===== config.mk =====
export PLATFORM = sky130hd
export DESIGN_NAME = snoop_bus_controller_flat
export DESIGN_NICKNAME = d
export VERILOG_FILES = /design/src/rtl/snoop_bus_controller_pkg.sv /design/src/rtl/snoop_bus_controller_if.sv /design/src/rtl/snoop_bus_controller_rr_arbiter.sv /design/src/rtl/snoop_bus_controller.sv /design/src/flat_wrapper.sv
export SDC_FILE = /design/constraint.sdc
export NUM_CORES = 1
export LEC_CHECK = 0
export BUFFER_PORTS_ARGS = -buffer_cell sky130_fd_sc_hd__buf_2
export CORE_MARGIN = 2
export CORE_UTILIZATION = 41
export DETAILED_ROUTE_END_ITERATION = 8
export PLACE_DENSITY = 0.69
export SYNTH_ARGS = -nofsm -noshare
export SYNTH_HDL_FRONTEND = slang
export SYNTH_SLANG_ARGS = --single-unit

===== constraint.sdc =====
create_clock -name clock -period 4 [get_ports clock]
set_input_delay 0 -clock clock [delete_from_list [all_inputs] [get_ports clock]]
set_output_delay 0 -clock clock [all_outputs]
set_load 0.01 [all_outputs]

===== src/rtl/snoop_bus_controller_pkg.sv =====
// Shared definitions for the snooping bus controller: sizes, request kinds,
// controller FSM encoding and the MESI codes used by the attached caches.
package snoop_bus_pkg;
  localparam int N_PROC_DEF = 3;
  localparam int ADDR_W_DEF = 5;
  localparam int DATA_W_DEF = 8;

  localparam logic [1:0] KIND_RD_MISS = 2'd0;
  localparam logic [1:0] KIND_WR_MISS = 2'd1;
  localparam logic [1:0] KIND_INV     = 2'd2;
  localparam logic [1:0] KIND_RSVD    = 2'd3;

  typedef enum logic [2:0] {
    ST_IDLE    = 3'd0,
    ST_BCAST   = 3'd1,
    ST_SNOOP   = 3'd2,
    ST_WB      = 3'd3,
    ST_MEM     = 3'd4,
    ST_MEMWAIT = 3'd5,
    ST_DONE    = 3'd6
  } state_e;

  typedef enum logic [1:0] {
    MESI_I = 2'd0,
    MESI_S = 2'd1,
    MESI_M = 2'd2,
    MESI_E = 2'd3
  } mesi_e;

  // The reserved kind behaves like an invalidate (no data movement).
  function automatic logic is_inv_kind(input logic [1:0] kind);
    return (kind == KIND_INV) || (kind == KIND_RSVD);
  endfunction
endpackage


===== src/rtl/snoop_bus_controller_if.sv =====
// Bus bundle between the controller (master) and the processors, snoopers
// and main memory (slave).
interface snoop_bus_if
  import snoop_bus_pkg::*;
#(
  parameter int N_PROC = N_PROC_DEF,
  parameter int ADDR_W = ADDR_W_DEF,
  parameter int DATA_W = DATA_W_DEF
) ();
  logic [N_PROC-1:0]        req;
  logic [2*N_PROC-1:0]      req_kind;
  logic [ADDR_W*N_PROC-1:0] req_addr;
  logic [N_PROC-1:0]        gnt;
  logic                     bus_valid;
  logic [1:0]               bus_kind;
  logic [ADDR_W-1:0]        bus_addr;
  logic [N_PROC-1:0]        snoop_shared;
  logic [N_PROC-1:0]        snoop_dirty;
  logic [DATA_W*N_PROC-1:0] snoop_wb_data;
  logic [ADDR_W-1:0]        mem_addr;
  logic                     mem_we;
  logic [DATA_W-1:0]        mem_wdata;
  logic [DATA_W-1:0]        mem_rdata;
  logic [N_PROC-1:0]        done;
  logic [DATA_W-1:0]        rd_data;
  logic                     shared_out;

  modport master (
    input  req, req_kind, req_addr, snoop_shared, snoop_dirty, snoop_wb_data, mem_rdata,
    output gnt, bus_valid, bus_kind, bus_addr, mem_addr, mem_we, mem_wdata, done,
           rd_data, shared_out
  );

  modport slave (
    output req, req_kind, req_addr, snoop_shared, snoop_dirty, snoop_wb_data, mem_rdata,
    input  gnt, bus_valid, bus_kind, bus_addr, mem_addr, mem_we, mem_wdata, done,
           rd_data, shared_out
  );
endinterface


===== src/rtl/snoop_bus_controller_rr_arbiter.sv =====
// Combinational round-robin pick: searches upward from the slot after ptr,
// wrapping modulo N; the caller owns the pointer register.
module rr_arbiter #(
  parameter int N     = 3,
  parameter int IDX_W = 2
) (
  input  logic [N-1:0]     req,
  input  logic [IDX_W-1:0] ptr,
  output logic [N-1:0]     gnt,
  output logic [IDX_W-1:0] idx,
  output logic             valid
);
  // First requester at ptr+1, ptr+2, ... wins.
  always_comb begin
    int j;
    j     = 0;
    gnt   = '0;
    idx   = '0;
    valid = 1'b0;
    for (int k = 1; k <= N; k++) begin
      j = (int'(ptr) + k) % N;
      if (!valid && req[j]) begin
        valid  = 1'b1;
        idx    = IDX_W'(j);
        gnt[j] = 1'b1;
      end else begin
        valid = valid;
      end
    end
  end
endmodule


===== src/rtl/snoop_bus_controller.sv =====
// Shared-bus controller: round-robin grant, snoop broadcast, dirty write-back
// and memory fill for the MESI caches. All bus outputs are registered.
module snoop_bus_controller
  import snoop_bus_pkg::*;
#(
  parameter int N_PROC = N_PROC_DEF,
  parameter int ADDR_W = ADDR_W_DEF,
  parameter int DATA_W = DATA_W_DEF
) (
  input  logic            clock,
  input  logic            reset,
  snoop_bus_if.master     bus,
  output logic            protocol_err
);
  localparam int IDX_W = (N_PROC > 1) ? $clog2(N_PROC) : 1;
  localparam logic [N_PROC-1:0] ONE_HOT0 = {{(N_PROC-1){1'b0}}, 1'b1};

  state_e              state_q, state_d;
  logic [IDX_W-1:0]    idx_q, idx_d, ptr_q, ptr_d, arb_idx_s, dirty_idx_s;
  logic [1:0]          kind_q, kind_d, bus_kind_q, bus_kind_d;
  logic [ADDR_W-1:0]   addr_q, addr_d, bus_addr_q, bus_addr_d, mem_addr_q, mem_addr_d;
  logic [N_PROC-1:0]   gnt_q, gnt_d, done_q, done_d, arb_gnt_s;
  logic [N_PROC-1:0]   masked_shared_s, masked_dirty_s;
  logic [DATA_W-1:0]   mem_wdata_q, mem_wdata_d, rd_data_q, rd_data_d, wb_data_s;
  logic                bus_valid_q, bus_valid_d, mem_we_q, mem_we_d;
  logic                shared_q, shared_d, perr_q, perr_d, arb_valid_s, multi_dirty_s;

  rr_arbiter #(.N(N_PROC), .IDX_W(IDX_W)) u_arb (
    .req   (bus.req),
    .ptr   (ptr_q),
    .gnt   (arb_gnt_s),
    .idx   (arb_idx_s),
    .valid (arb_valid_s)
  );

  // Snoop responses from everyone but the requester; lowest dirty index wins.
  always_comb begin
    masked_shared_s = bus.snoop_shared & ~gnt_q;
    masked_dirty_s  = bus.snoop_dirty & ~gnt_q;
    multi_dirty_s   = (masked_dirty_s & (masked_dirty_s - ONE_HOT0)) != '0;
    dirty_idx_s     = '0;
    for (int i = N_PROC - 1; i >= 0; i--) begin
      if (masked_dirty_s[i]) dirty_idx_s = IDX_W'(i);
      else                   dirty_idx_s = dirty_idx_s;
    end
    wb_data_s = bus.snoop_wb_data[DATA_W*dirty_idx_s +: DATA_W];
  end

  // Next state, latched request fields and registered output values.
  always_comb begin
    state_d   = state_q;
    idx_d     = idx_q;
    ptr_d     = ptr_q;
    kind_d    = kind_q;
    addr_d    = addr_q;
    rd_data_d = rd_data_q;
    shared_d  = shared_q;
    perr_d    = perr_q;
    case (state_q)
      ST_IDLE: begin
        if (arb_valid_s) begin
          idx_d   = arb_idx_s;
          kind_d  = bus.req_kind[2*arb_idx_s +: 2];
          addr_d  = bus.req_addr[ADDR_W*arb_idx_s +: ADDR_W];
          state_d = ST_BCAST;
        end else begin
          state_d = ST_IDLE;
        end
      end
      ST_BCAST: state_d = ST_SNOOP;
      ST_SNOOP: begin
        if (kind_q == KIND_WR_MISS) shared_d = 1'b0;
        else                        shared_d = |masked_shared_s;
        if (multi_dirty_s || (kind_q == KIND_RSVD)) perr_d = 1'b1;
        else                                        perr_d = perr_q;
        if (is_inv_kind(kind_q)) begin
          rd_data_d = '0;
          state_d   = ST_DONE;
        end else if (|masked_dirty_s) begin
          state_d = ST_WB;
        end else begin
          state_d = ST_MEM;
        end
      end
      ST_WB:  state_d = ST_MEM;
      ST_MEM: state_d = ST_MEMWAIT;
      ST_MEMWAIT: begin
        rd_data_d = bus.mem_rdata;
        state_d   = ST_DONE;
      end
      ST_DONE: begin
        ptr_d   = idx_q;
        state_d = ST_IDLE;
      end
      default: state_d = ST_IDLE;
    endcase

    // Outputs are decoded from the state being entered so they line up with it.
    bus_valid_d = (state_d == ST_BCAST);
    bus_kind_d  = (state_d == ST_BCAST) ? kind_d : 2'd0;
    bus_addr_d  = (state_d == ST_BCAST) ? addr_d : '0;
    mem_we_d    = (state_d == ST_WB);
    mem_wdata_d = (state_d == ST_WB) ? wb_data_s : '0;
    mem_addr_d  = ((state_d == ST_WB) || (state_d == ST_MEM)) ? addr_d : '0;
    done_d      = (state_d == ST_DONE) ? (ONE_HOT0 << idx_d) : '0;
    if (state_d == ST_IDLE)      gnt_d = '0;
    else if (state_q == ST_IDLE) gnt_d = arb_gnt_s;
    else                         gnt_d = gnt_q;
  end

  // State and output registers; reset forces everything idle immediately.
  always_ff @(posedge clock or posedge reset) begin
    if (reset) begin
      state_q     <= ST_IDLE;
      idx_q       <= '0;
      ptr_q       <= IDX_W'(N_PROC - 1);
      kind_q      <= 2'd0;
      addr_q      <= '0;
      gnt_q       <= '0;
      bus_valid_q <= 1'b0;
      bus_kind_q  <= 2'd0;
      bus_addr_q  <= '0;
      mem_addr_q  <= '0;
      mem_we_q    <= 1'b0;
      mem_wdata_q <= '0;
      done_q      <= '0;
      rd_data_q   <= '0;
      shared_q    <= 1'b0;
      perr_q      <= 1'b0;
    end else begin
      state_q     <= state_d;
      idx_q       <= idx_d;
      ptr_q       <= ptr_d;
      kind_q      <= kind_d;
      addr_q      <= addr_d;
      gnt_q       <= gnt_d;
      bus_valid_q <= bus_valid_d;
      bus_kind_q  <= bus_kind_d;
      bus_addr_q  <= bus_addr_d;
      mem_addr_q  <= mem_addr_d;
      mem_we_q    <= mem_we_d;
      mem_wdata_q <= mem_wdata_d;
      done_q      <= done_d;
      rd_data_q   <= rd_data_d;
      shared_q    <= shared_d;
      perr_q      <= perr_d;
    end
  end

  assign bus.gnt        = gnt_q;
  assign bus.bus_valid  = bus_valid_q;
  assign bus.bus_kind   = bus_kind_q;
  assign bus.bus_addr   = bus_addr_q;
  assign bus.mem_addr   = mem_addr_q;
  assign bus.mem_we     = mem_we_q;
  assign bus.mem_wdata  = mem_wdata_q;
  assign bus.done       = done_q;
  assign bus.rd_data    = rd_data_q;
  assign bus.shared_out = shared_q;
  assign protocol_err   = perr_q;
endmodule


===== src/flat_wrapper.sv =====
// flat-port wrapper written by rule: the top's interface ports become plain ports
module snoop_bus_controller_flat import snoop_bus_pkg::*;
#(
  parameter int N_PROC = N_PROC_DEF,
  parameter int ADDR_W = ADDR_W_DEF,
  parameter int DATA_W = DATA_W_DEF
)
  (clock, reset, protocol_err, bus_req, bus_req_kind, bus_req_addr, bus_snoop_shared, bus_snoop_dirty, bus_snoop_wb_data, bus_mem_rdata, bus_gnt, bus_bus_valid, bus_bus_kind, bus_bus_addr, bus_mem_addr, bus_mem_we, bus_mem_wdata, bus_done, bus_rd_data, bus_shared_out);
  snoop_bus_if #(.N_PROC(N_PROC), .ADDR_W(ADDR_W), .DATA_W(DATA_W)) bus_i ();
  input  logic clock;
  input  logic reset;
  output logic protocol_err;
  input wire logic [$bits(bus_i.req)-1:0] bus_req;
  input wire logic [$bits(bus_i.req_kind)-1:0] bus_req_kind;
  input wire logic [$bits(bus_i.req_addr)-1:0] bus_req_addr;
  input wire logic [$bits(bus_i.snoop_shared)-1:0] bus_snoop_shared;
  input wire logic [$bits(bus_i.snoop_dirty)-1:0] bus_snoop_dirty;
  input wire logic [$bits(bus_i.snoop_wb_data)-1:0] bus_snoop_wb_data;
  input wire logic [$bits(bus_i.mem_rdata)-1:0] bus_mem_rdata;
  output wire logic [$bits(bus_i.gnt)-1:0] bus_gnt;
  output wire logic [$bits(bus_i.bus_valid)-1:0] bus_bus_valid;
  output wire logic [$bits(bus_i.bus_kind)-1:0] bus_bus_kind;
  output wire logic [$bits(bus_i.bus_addr)-1:0] bus_bus_addr;
  output wire logic [$bits(bus_i.mem_addr)-1:0] bus_mem_addr;
  output wire logic [$bits(bus_i.mem_we)-1:0] bus_mem_we;
  output wire logic [$bits(bus_i.mem_wdata)-1:0] bus_mem_wdata;
  output wire logic [$bits(bus_i.done)-1:0] bus_done;
  output wire logic [$bits(bus_i.rd_data)-1:0] bus_rd_data;
  output wire logic [$bits(bus_i.shared_out)-1:0] bus_shared_out;
  assign bus_i.req = bus_req;
  assign bus_i.req_kind = bus_req_kind;
  assign bus_i.req_addr = bus_req_addr;
  assign bus_i.snoop_shared = bus_snoop_shared;
  assign bus_i.snoop_dirty = bus_snoop_dirty;
  assign bus_i.snoop_wb_data = bus_snoop_wb_data;
  assign bus_i.mem_rdata = bus_mem_rdata;
  assign bus_gnt = bus_i.gnt;
  assign bus_bus_valid = bus_i.bus_valid;
  assign bus_bus_kind = bus_i.bus_kind;
  assign bus_bus_addr = bus_i.bus_addr;
  assign bus_mem_addr = bus_i.mem_addr;
  assign bus_mem_we = bus_i.mem_we;
  assign bus_mem_wdata = bus_i.mem_wdata;
  assign bus_done = bus_i.done;
  assign bus_rd_data = bus_i.rd_data;
  assign bus_shared_out = bus_i.shared_out;
  snoop_bus_controller #(.N_PROC(N_PROC), .ADDR_W(ADDR_W), .DATA_W(DATA_W)) u_core (.clock(clock), .reset(reset), .bus(bus_i), .protocol_err(protocol_err));
endmodule

==> qor.yml, run 1 <==
grt_max_degree: 53
synth-simple-area-share_pct: 15.5
postCtsSetupRepairBufs: 0
start_util_pct: 42.1
top_layer_used: "met4"
synthTopCellsByArea: "dfrtp_1 48%, mux2i_1 4.2%, a21oi_1 4.0%, mux2_2 3.4%, nor2_1 2.7%"
synth_warnings: 0
routabilityCongestion: 0.891
clock_latency_ps: 310
fin_skew_ps: 9.07
clock-sinks: 52
ys_seq_area_share_pct: 49.3
dp.cells: 419
grt_pass1_wl_mm: 11.0
final_hold_viol_count: 0
cts-htree-levels: 2
most-common-layout-cells: "101 x buf_2, 51 x dfrtp_1, 22 x dlygate4sd3_1, 21 x a21oi_1, 19 x nor2_1"
synth_mux_area_share_pct: 8.43
antenna_cells: 0
ys_types: 49
instances_no_fill: 449
die_w_um: 84.3
nNetsFinal: 439
synth_top_cell_by_area: "dfrtp_1"
final_antenna_net_count: 0
drive_gt1_share_pct: 35.2
critPathMaxFanout: 25
rsz0062_at_grt: "no"
numCtsBuffers: 5
syn_inst: 253
cp_data_required_time_ps: 4140
vias: 2307
dieArea_um2: 7100
clockRootBuffer: "clkbuf_8"
final_common_cell: "buf_2"
finalWirelength_mm: 6.43
wl_per_cell_um: 14.3
synth_top_family_by_area: "compound AO/OA/AOI/OAI gates"
p_leak_nw: 1.77
dp_hpwl_mm: 4.62
cts-resized-gates: 0
track_usage_pct: 19.3
slew_violations: 0
io_pins: 102
run_status: "finished clean"
whs_ps: 10.3
setup_viol: 0
setup_tns_ps: 0
holdCritPathClass: "in2reg"
firstDrtPassIters: 4
dr_wl_met2_mm: 3.13
drc: 0
core_area_um2: 6280
antenna_found_initial: 0
finalCritPeriodShare_pct: 69.8
cts_tree: "yes"
synth_top_area_share_pct: 48.3
wl_met1_mm: 2.84
tightest_slew_ps: 1050
powerDensity_nw_per_um2: 689
dr.first_iter.drc_count: 112
synth-seq-cells: 52
cap_viol_max_count: 0
die_y_um: 84.3
clk_pin_slew_ps: 100
synthAdderAreaFrac_pct: 1.89
synth_xor_area_share_pct: 0
slew_headroom_pct: 29.8
crit_type: "reg2reg"
finalCriticalPeriod_ps: 2790
cp_data_arrival_time_ps: 2930
io_buffers: 101
fmax_mhz: 358
grt_overflow_total: 0
viasPerCell: 5.14
synth_nets: 321
syn_avg_cell_area_um2: 10.4
synth_compound_area_share_pct: 20.5
syn_area_um2: 2640
syn_to_final_growth_pct: 31.9
vdd_drop_max_mv: 0.412
wl_met3_um: 381
rows: 29
grt_pass1_vias: 2324
setup.worst_path.end_class: "flip-flop"
start_kind: "flip-flop"
clockBufferDepth: 2
through the flow:
step	area (µm²)	power, W	utilization (%)	setup WS, ps
global placement	3170	0.00207	50.5	1290
detailed placement	3170	0.00209	50.5	1220
finish	3480	0.00240	55.5	1210
floorplan	2640	0.00180	-	1800
CTS	3480	0.00242	55.5	1210
global route	3480	0.00260	55.5	965
cell usage after synthesis, drive strengths merged:
library cell,number
a221oi,1
nand3b,5
nor3b,1
or4b,1
dfrtp,51
a21oi,22
nand3,9
a2bb2oi,1
and2,7
nor2,19
dfstp,1
o211a,1
or4,1
nor2b,5
o21ai,10
ha,4
a31oi,3
nand2b,4
or2,1
or3,1
mux2i,12
a222oi,1
o21a,1
nand2,19
nor3,8
a211oi,8
a21o,5
a31o,1
clkbuf,3
mux2,8
buf,9
inv,12
a22oi,1
o31ai,6
a22o,8
o211ai,1
o221ai,2
what timing repair did:
action,in CTS,in global routing
setup endpoints to repair,0,0
hold endpoints to repair,40,0
hold buffers,22,0
registers in the layout, summed over array words and instances, names as in the netlist:
name and cells:
u_core.bus.mem_wdata 8, u_core.bus.rd_data 8, u_core.addr_q 5, u_core.bus.bus_addr 5, u_core.bus.mem_addr 5, u_core.bus.done 3
u_core.bus.gnt 3, u_core.state_q 3, u_core.bus.bus_kind 2, u_core.idx_q 2, u_core.kind_q 2, u_core.ptr_q 2
u_core.bus.bus_valid 1, u_core.bus.mem_we 1, u_core.bus.shared_out 1, u_core.protocol_err 1
report_power, final:
group | total (W) | internal (W) | switching, W
clock | 0.000301 | 0.000126 | 0.000176
sequential | 0.000823 | 0.000708 | 0.000116
combinational | 0.00128 | 0.000540 | 0.000737
total | 0.00240 | 0.00137 | 0.00103
layout make-up:
class | instances | area (µm²)
tap | 77 | 96.3
multi-input combinational | 177 | 1220
inverter | 12 | 45.0
clock buffer | 5 | 68.8
timing repair buffer | 123 | 726
clock inverter | 3 | 22.5
fill | 568 | 2790
sequential | 52 | 1300
worst max-delay path, stage by stage (launching register included):
cell and delay (ps):
dfrtp_1 410, inv_1 80, ha_1 470, nand3b_1 300, o21ai_4 140, o31ai_4 820
inv_2 170, nand3_1 150, a21oi_1 90
per-layer routing:
metal / GRT usage [%] / vias to the layer above
met5: 0 / -
met4: 5.28 / 0
met3: 3.64 / 4
met2: 33.6 / 74
met1: 24.7 / 1083
li1: - / 1146
worst paths after layout:
path,start,end,slack (ps),cells after the start
min in group asynchronous,reset,u_core.bus.mem_wdata[2],500,3
worst max register to register,u_core.ptr_q[0],u_core.bus.done[2],1210,8
worst min register to register,u_core.protocol_err,u_core.protocol_err,460,1
worst min-delay path,bus_req_addr[10],u_core.bus.bus_addr[0],10,3
worst max-delay path,u_core.ptr_q[0],u_core.bus.done[2],1210,8
max in group asynchronous,reset,u_core.state_q[1],2850,3
cells by family after synthesis:
logic type,after synthesis
adder cells (fa/ha/maj),4
AO/OA/AOI/OAI,72
flip-flops,52
AND/OR/NAND/NOR,81
multiplexers,20
buffers and inverters,24
(Power assumes the default switching activity.)
==> inputs of run 2 (changes only) <==
--- a/config.mk
+++ b/config.mk
@@ -9,7 +9,7 @@
 export CORE_MARGIN = 2
 export CORE_UTILIZATION = 41
 export DETAILED_ROUTE_END_ITERATION = 8
-export PLACE_DENSITY = 0.69
+export PLACE_DENSITY = 0.72
 export SYNTH_ARGS = -nofsm -noshare
 export SYNTH_HDL_FRONTEND = slang
 export SYNTH_SLANG_ARGS = --single-unit
==> constraint.sdc (replaced) <==
create_clock -name clock -period 2.3 [get_ports clock]
set_input_delay 0 -clock clock [delete_from_list [all_inputs] [get_ports clock]]
set_output_delay 0 -clock clock [all_outputs]
set_load 0.01 [all_outputs]
==> qor.yml, run 2 (synthesis gave the netlist of run 1 again) <==
vias: 2344
most-common-layout-cells: "101 x buf_2, 51 x dfrtp_1, 22 x dlygate4sd3_1, 21 x a21oi_1, 19 x nor2_1"
start_kind: "flip-flop"
cts-htree-levels: 2
final_common_cell: "buf_2"
dp.cells: 431
drive_gt1_share_pct: 38.8
viasPerCell: 5.05
nNetsFinal: 454
crit_type: "reg2reg"
holdCritPathClass: "in2reg"
vdd_drop_max_mv: 0.817
drc: 0
fin_area_um2: 3640
switchingPower_w: 0.00183
io_buffers: 101
grt_pass1_vias: 2284
clockRootBuffer: "clkbuf_8"
rows: 29
die_y_um: 84.3
wl_per_cell_um: 13.9
utilization_pct: 57.9
fin_skew_ps: 10.0
slew_headroom_pct: 39.5
cap_viol_max_count: 0
grt_overflow_total: 0
cts_tree: "yes"
post-place-ws_ps: -12.6
setup_viol: 0
powerDensity_nw_per_um2: 1240
placed_area_um2: 3260
antenna_found_initial: 0
clockBufferDepth: 2
dieArea_um2: 7100
rsz0062_at_grt: "yes"
dr.first_iter.drc_count: 87
final_hold_viol_count: 0
regArea_um2: 1300
finalCriticalPeriod_ps: 2210
p_seq_share_pct: 31.8
io_pins: 102
critPathSlowestCell: "dfstp_2"
slowest_delay_ps: 570
multiInputGateArea_um2: 1250
critPathMaxFanout: 6
start_util_pct: 42.1
fillCellCount: 535
setup_ws_ps: 89.0
die_w_um: 84.3
slew_violations: 0
core_area_um2: 6280
clock-sinks: 52
finalWirelength_mm: 6.46
cp_num_buf_inv: 1
tightest_slew_ps: 905
grt_max_degree: 46
clk_pin_slew_ps: 90
comb_power_share_pct: 56.4
swShare_pct: 40.6
p_leak_nw: 1.85
cp_data_required_time_ps: 2510
finalCritPeriodShare_pct: 96.1
instances_no_fill: 464
cp_cell_sequence: "inv_1 -> ha_1 -> nand2b_1 -> o221ai_2 -> a2bb2oi_4 -> mux2_2 -> o31ai_2"
setup.worst_path.end_class: "flip-flop"
internal_power_w: 0.00267
antenna_cells: 0
run_status: "finished clean"
numCtsBuffers: 5
p_clk_share_pct: 11.8
firstDrtPassIters: 4
track_usage_pct: 18.8
syn_to_final_growth_pct: 37.7
routabilityCongestion: 0.870
dp_hpwl_mm: 4.70
fmax_mhz: 452
critPathTopFamily: "compound AO/OA/AOI/OAI gates"
cp_data_arrival_time_ps: 2420
final_antenna_net_count: 0
grt_pass1_wl_mm: 10.8
clock_latency_ps: 300
run 2: worst paths after layout:
kind                                startpoint                      to  slack [ps]  cells past startpoint
max in group asynchronous                reset        u_core.addr_q[0]        1220                      4
max reg2reg                    u_core.ptr_q[1]        u_core.addr_q[2]          90                      7
min                           bus_req_addr[13]        u_core.addr_q[3]          20                      3
max                            u_core.ptr_q[1]        u_core.addr_q[2]          90                      7
min reg2reg                u_core.protocol_err     u_core.protocol_err         480                      1
min in group asynchronous                reset  u_core.bus.bus_addr[4]         440                      3
run 2: timing repair:
item | CTS | global route
gates resized for setup | 1 | 6
endpoints found under the hold margin | 66 | 0
hold buffers | 22 | 0
pin swaps | 0 | 3
endpoints found under the setup margin | 2 | 14
buffers inserted | 0 | 3
run 2: worst min-delay path: stages:
cell     delay, ps
buf_2           80
nor2_1          50
o31ai_2        160
run 2: final cells by class:
type / count / area share [%]
Inverter: 12 / 1.24
Clock buffer: 6 / 2.27
Sequential cell: 52 / 35.8
Multi-Input combinational cell: 177 / 34.5
Clock inverter: 2 / 0.378
Tap cell: 77 / 2.65
Timing Repair Buffer: 138 / 23.2
run 2: layer usage:
| metal | vias up | wire, µm | track usage (%) |
|---|---|---|---|
| met5 | - | 0 | 0 |
| met4 | 0 | 48 | 3.96 |
| met1 | 1089 | 2840 | 24.4 |
| met3 | 4 | 387 | 4.23 |
| met2 | 82 | 3190 | 32.5 |
| li1 | 1169 | - | - |
run 2: per-stage QoR:
step                      hold WS [ps]  TNS [ps]  total power [W]
after global routing              13.7     -49.8          0.00485
final                             16.6         0          0.00450
after detailed placement           235     -12.6          0.00379
after global placement             233         0          0.00375
after CTS                         6.40         0          0.00438
after floorplan                    140         0          0.00313
run 2: power groups by stage:
stage / sequential (W) / clock, W / combinational [W]
CTS: 0.00143 / 0.000555 / 0.00240
global placement: 0.00143 / 0 / 0.00232
floorplan: 0.00149 / 0 / 0.00164
finish: 0.00143 / 0.000531 / 0.00254
global route: 0.00148 / 0.000593 / 0.00278
detailed placement: 0.00145 / 0 / 0.00235
==> inputs of run 3 (changes only) <==
--- a/config.mk
+++ b/config.mk
@@ -6,10 +6,10 @@
 export NUM_CORES = 1
 export LEC_CHECK = 0
 export BUFFER_PORTS_ARGS = -buffer_cell sky130_fd_sc_hd__buf_2
-export CORE_MARGIN = 2
-export CORE_UTILIZATION = 41
+export CORE_MARGIN = 10
+export CORE_UTILIZATION = 40
 export DETAILED_ROUTE_END_ITERATION = 8
-export PLACE_DENSITY = 0.72
+export PLACE_DENSITY = 0.7
 export SYNTH_ARGS = -nofsm -noshare
 export SYNTH_HDL_FRONTEND = slang
 export SYNTH_SLANG_ARGS = --single-unit
==> qor.yml, run 3 (synthesis gave the netlist of run 1 again) <==
die_y_um: 101
swShare_pct: 40.0
final_hold_viol_count: 0
setup_ws_ps: 89.9
clock_latency_ps: 300
cts-htree-levels: 2
placed_area_um2: 3270
dieArea_um2: 10300
nNetsFinal: 456
powerDensity_nw_per_um2: 1260
slew_headroom_pct: 60.7
holdCritPathClass: "in2reg"
rr_worst_depth: 7
dr.first_iter.drc_count: 83
hold_path_depth: 3
fin_skew_ps: 4.31
clock-sinks: 52
tightest_slew_ps: 588
die_w_um: 101
grt_pass1_wl_mm: 12.2
r2r_start: "u_core.ptr_q[1]"
gr-usage-met2_pct: 23.3
viasPerCell: 5.13
start_kind: "flip-flop"
met3_usage_pct: 4.83
switchingPower_w: 0.00186
rows: 29
antenna_found_initial: 0
antenna_cells: 0
slew_violations: 0
io_buffers: 101
cp-startpoint: "u_core.ptr_q[1]"
drc: 0
drive_gt1_share_pct: 39.6
cp_data_required_time_ps: 2510
cp_data_arrival_time_ps: 2420
p_total_w: 0.00464
syn_to_final_growth_pct: 39.2
firstDrtPassIters: 4
p_leak_nw: 1.86
fmax_mhz: 452
clockRootBuffer: "clkbuf_8"
start_util_pct: 41.4
cap_viol_max_count: 0
grt_max_degree: 31
setup.worst_path.end_class: "flip-flop"
finalWirelength_mm: 7.43
post-place-ws_ps: -62.7
rsz0062_at_grt: "yes"
grt_pass1_vias: 2479
worstHoldStart: "bus_req_addr[11]"
dp_hpwl_mm: 5.51
vdd_drop_max_mv: 0.839
clk_pin_slew_ps: 90
fin_area_um2: 3680
p_clk_share_pct: 13.5
comb_power_share_pct: 55.6
critPathMaxFanout: 7
finalCritPeriodShare_pct: 96.1
finalCriticalPeriod_ps: 2210
grt_overflow_total: 0
internal_power_w: 0.00278
cts_tree: "yes"
setup_viol: 0
clockBufferDepth: 2
core_area_um2: 6390
gr-usage-met1_pct: 17.8
routabilityCongestion: 0.797
most-common-layout-cells: "101 x buf_2, 51 x dfrtp_1, 22 x dlygate4sd3_1, 21 x a21oi_1, 19 x nor2_1"
final_common_cell: "buf_2"
globalRoute.busiestLayer: "met2"
p_seq_share_pct: 30.9
final_antenna_net_count: 0
run_status: "finished clean"
wl_per_cell_um: 16.0
vias: 2389
numCtsBuffers: 5
io_pins: 102
crit_type: "reg2reg"
track_usage_pct: 14.4
==> run 3: changes by cell type in the layout (fill, tap and decap cells not counted), sizes merged <==
| cell | change |
|---|---|
| clkinv | -1 |
| bufinv | +1 |
| buf | +2 |
==> run 3: worst paths after layout <==
path | end | slack (ps)
max | u_core.bus.bus_addr[1] | 90
min | u_core.addr_q[1] | 20
max reg2reg | u_core.bus.bus_addr[1] | 90
min reg2reg | u_core.addr_q[0] | 480
max in group asynchronous | u_core.ptr_q[1] | 1270
min in group asynchronous | u_core.bus.mem_wdata[5] | 300
==> run 3: what timing repair did <==
item | CTS | global route
endpoints found under the setup margin | 11 | 12
endpoints found under the hold margin | 51 | 0
pin swaps | 0 | 1
hold buffers | 22 | 0
setup buffers | 1 | 3
resized for setup | 3 | 7
==> run 3: critical path, cell delays in order (launching register included) <==
cell and delay (ps):
dfstp_2 580, inv_1 70, ha_2 210, nand2b_1 180
o221ai_2 180, a2bb2oi_4 260, mux2_2 400, nor3_1 230
==> run 3: cell type report <==
| cell class | instances | area (µm²) |
|---|---|---|
| clock buffers | 6 | 72.6 |
| clock inverters | 2 | 38.8 |
| fillers | 568 | 2710 |
| inverters | 12 | 45.0 |
| multi-input cells | 177 | 1260 |
| flip-flops and latches | 52 | 1300 |
| well taps | 77 | 96.3 |
| repair buffers | 140 | 857 |
==> run 3: per-stage QoR <==
stage               std cells  hold slack (ps)  setup TNS, ps  util, %
global route              466             30.5          -21.2     57.6
floorplan                 253              140              0        -
global placement          432             98.0              0     51.2
detailed placement        432             99.0           -327     51.2
finish                    466             18.4              0     57.6
CTS                       463             11.1              0     56.7
==> run 3: per-layer routing <==
layer / routed length [µm] / share of wire, %
met5: 0 / 0
met3: 684 / 9.2
met4: 118 / 1.6
met2: 3550 / 48
met1: 3080 / 41
==> run 3: power by group through the flow <==
stage / Clock [W] / Sequential [W] / Combinational [W]
finish: 0.000625 / 0.00143 / 0.00258
global route: 0.000698 / 0.00147 / 0.00284
CTS: 0.000649 / 0.00143 / 0.00246
detailed placement: 0 / 0.00144 / 0.00236
global placement: 0 / 0.00143 / 0.00233
floorplan: 0 / 0.00149 / 0.00164
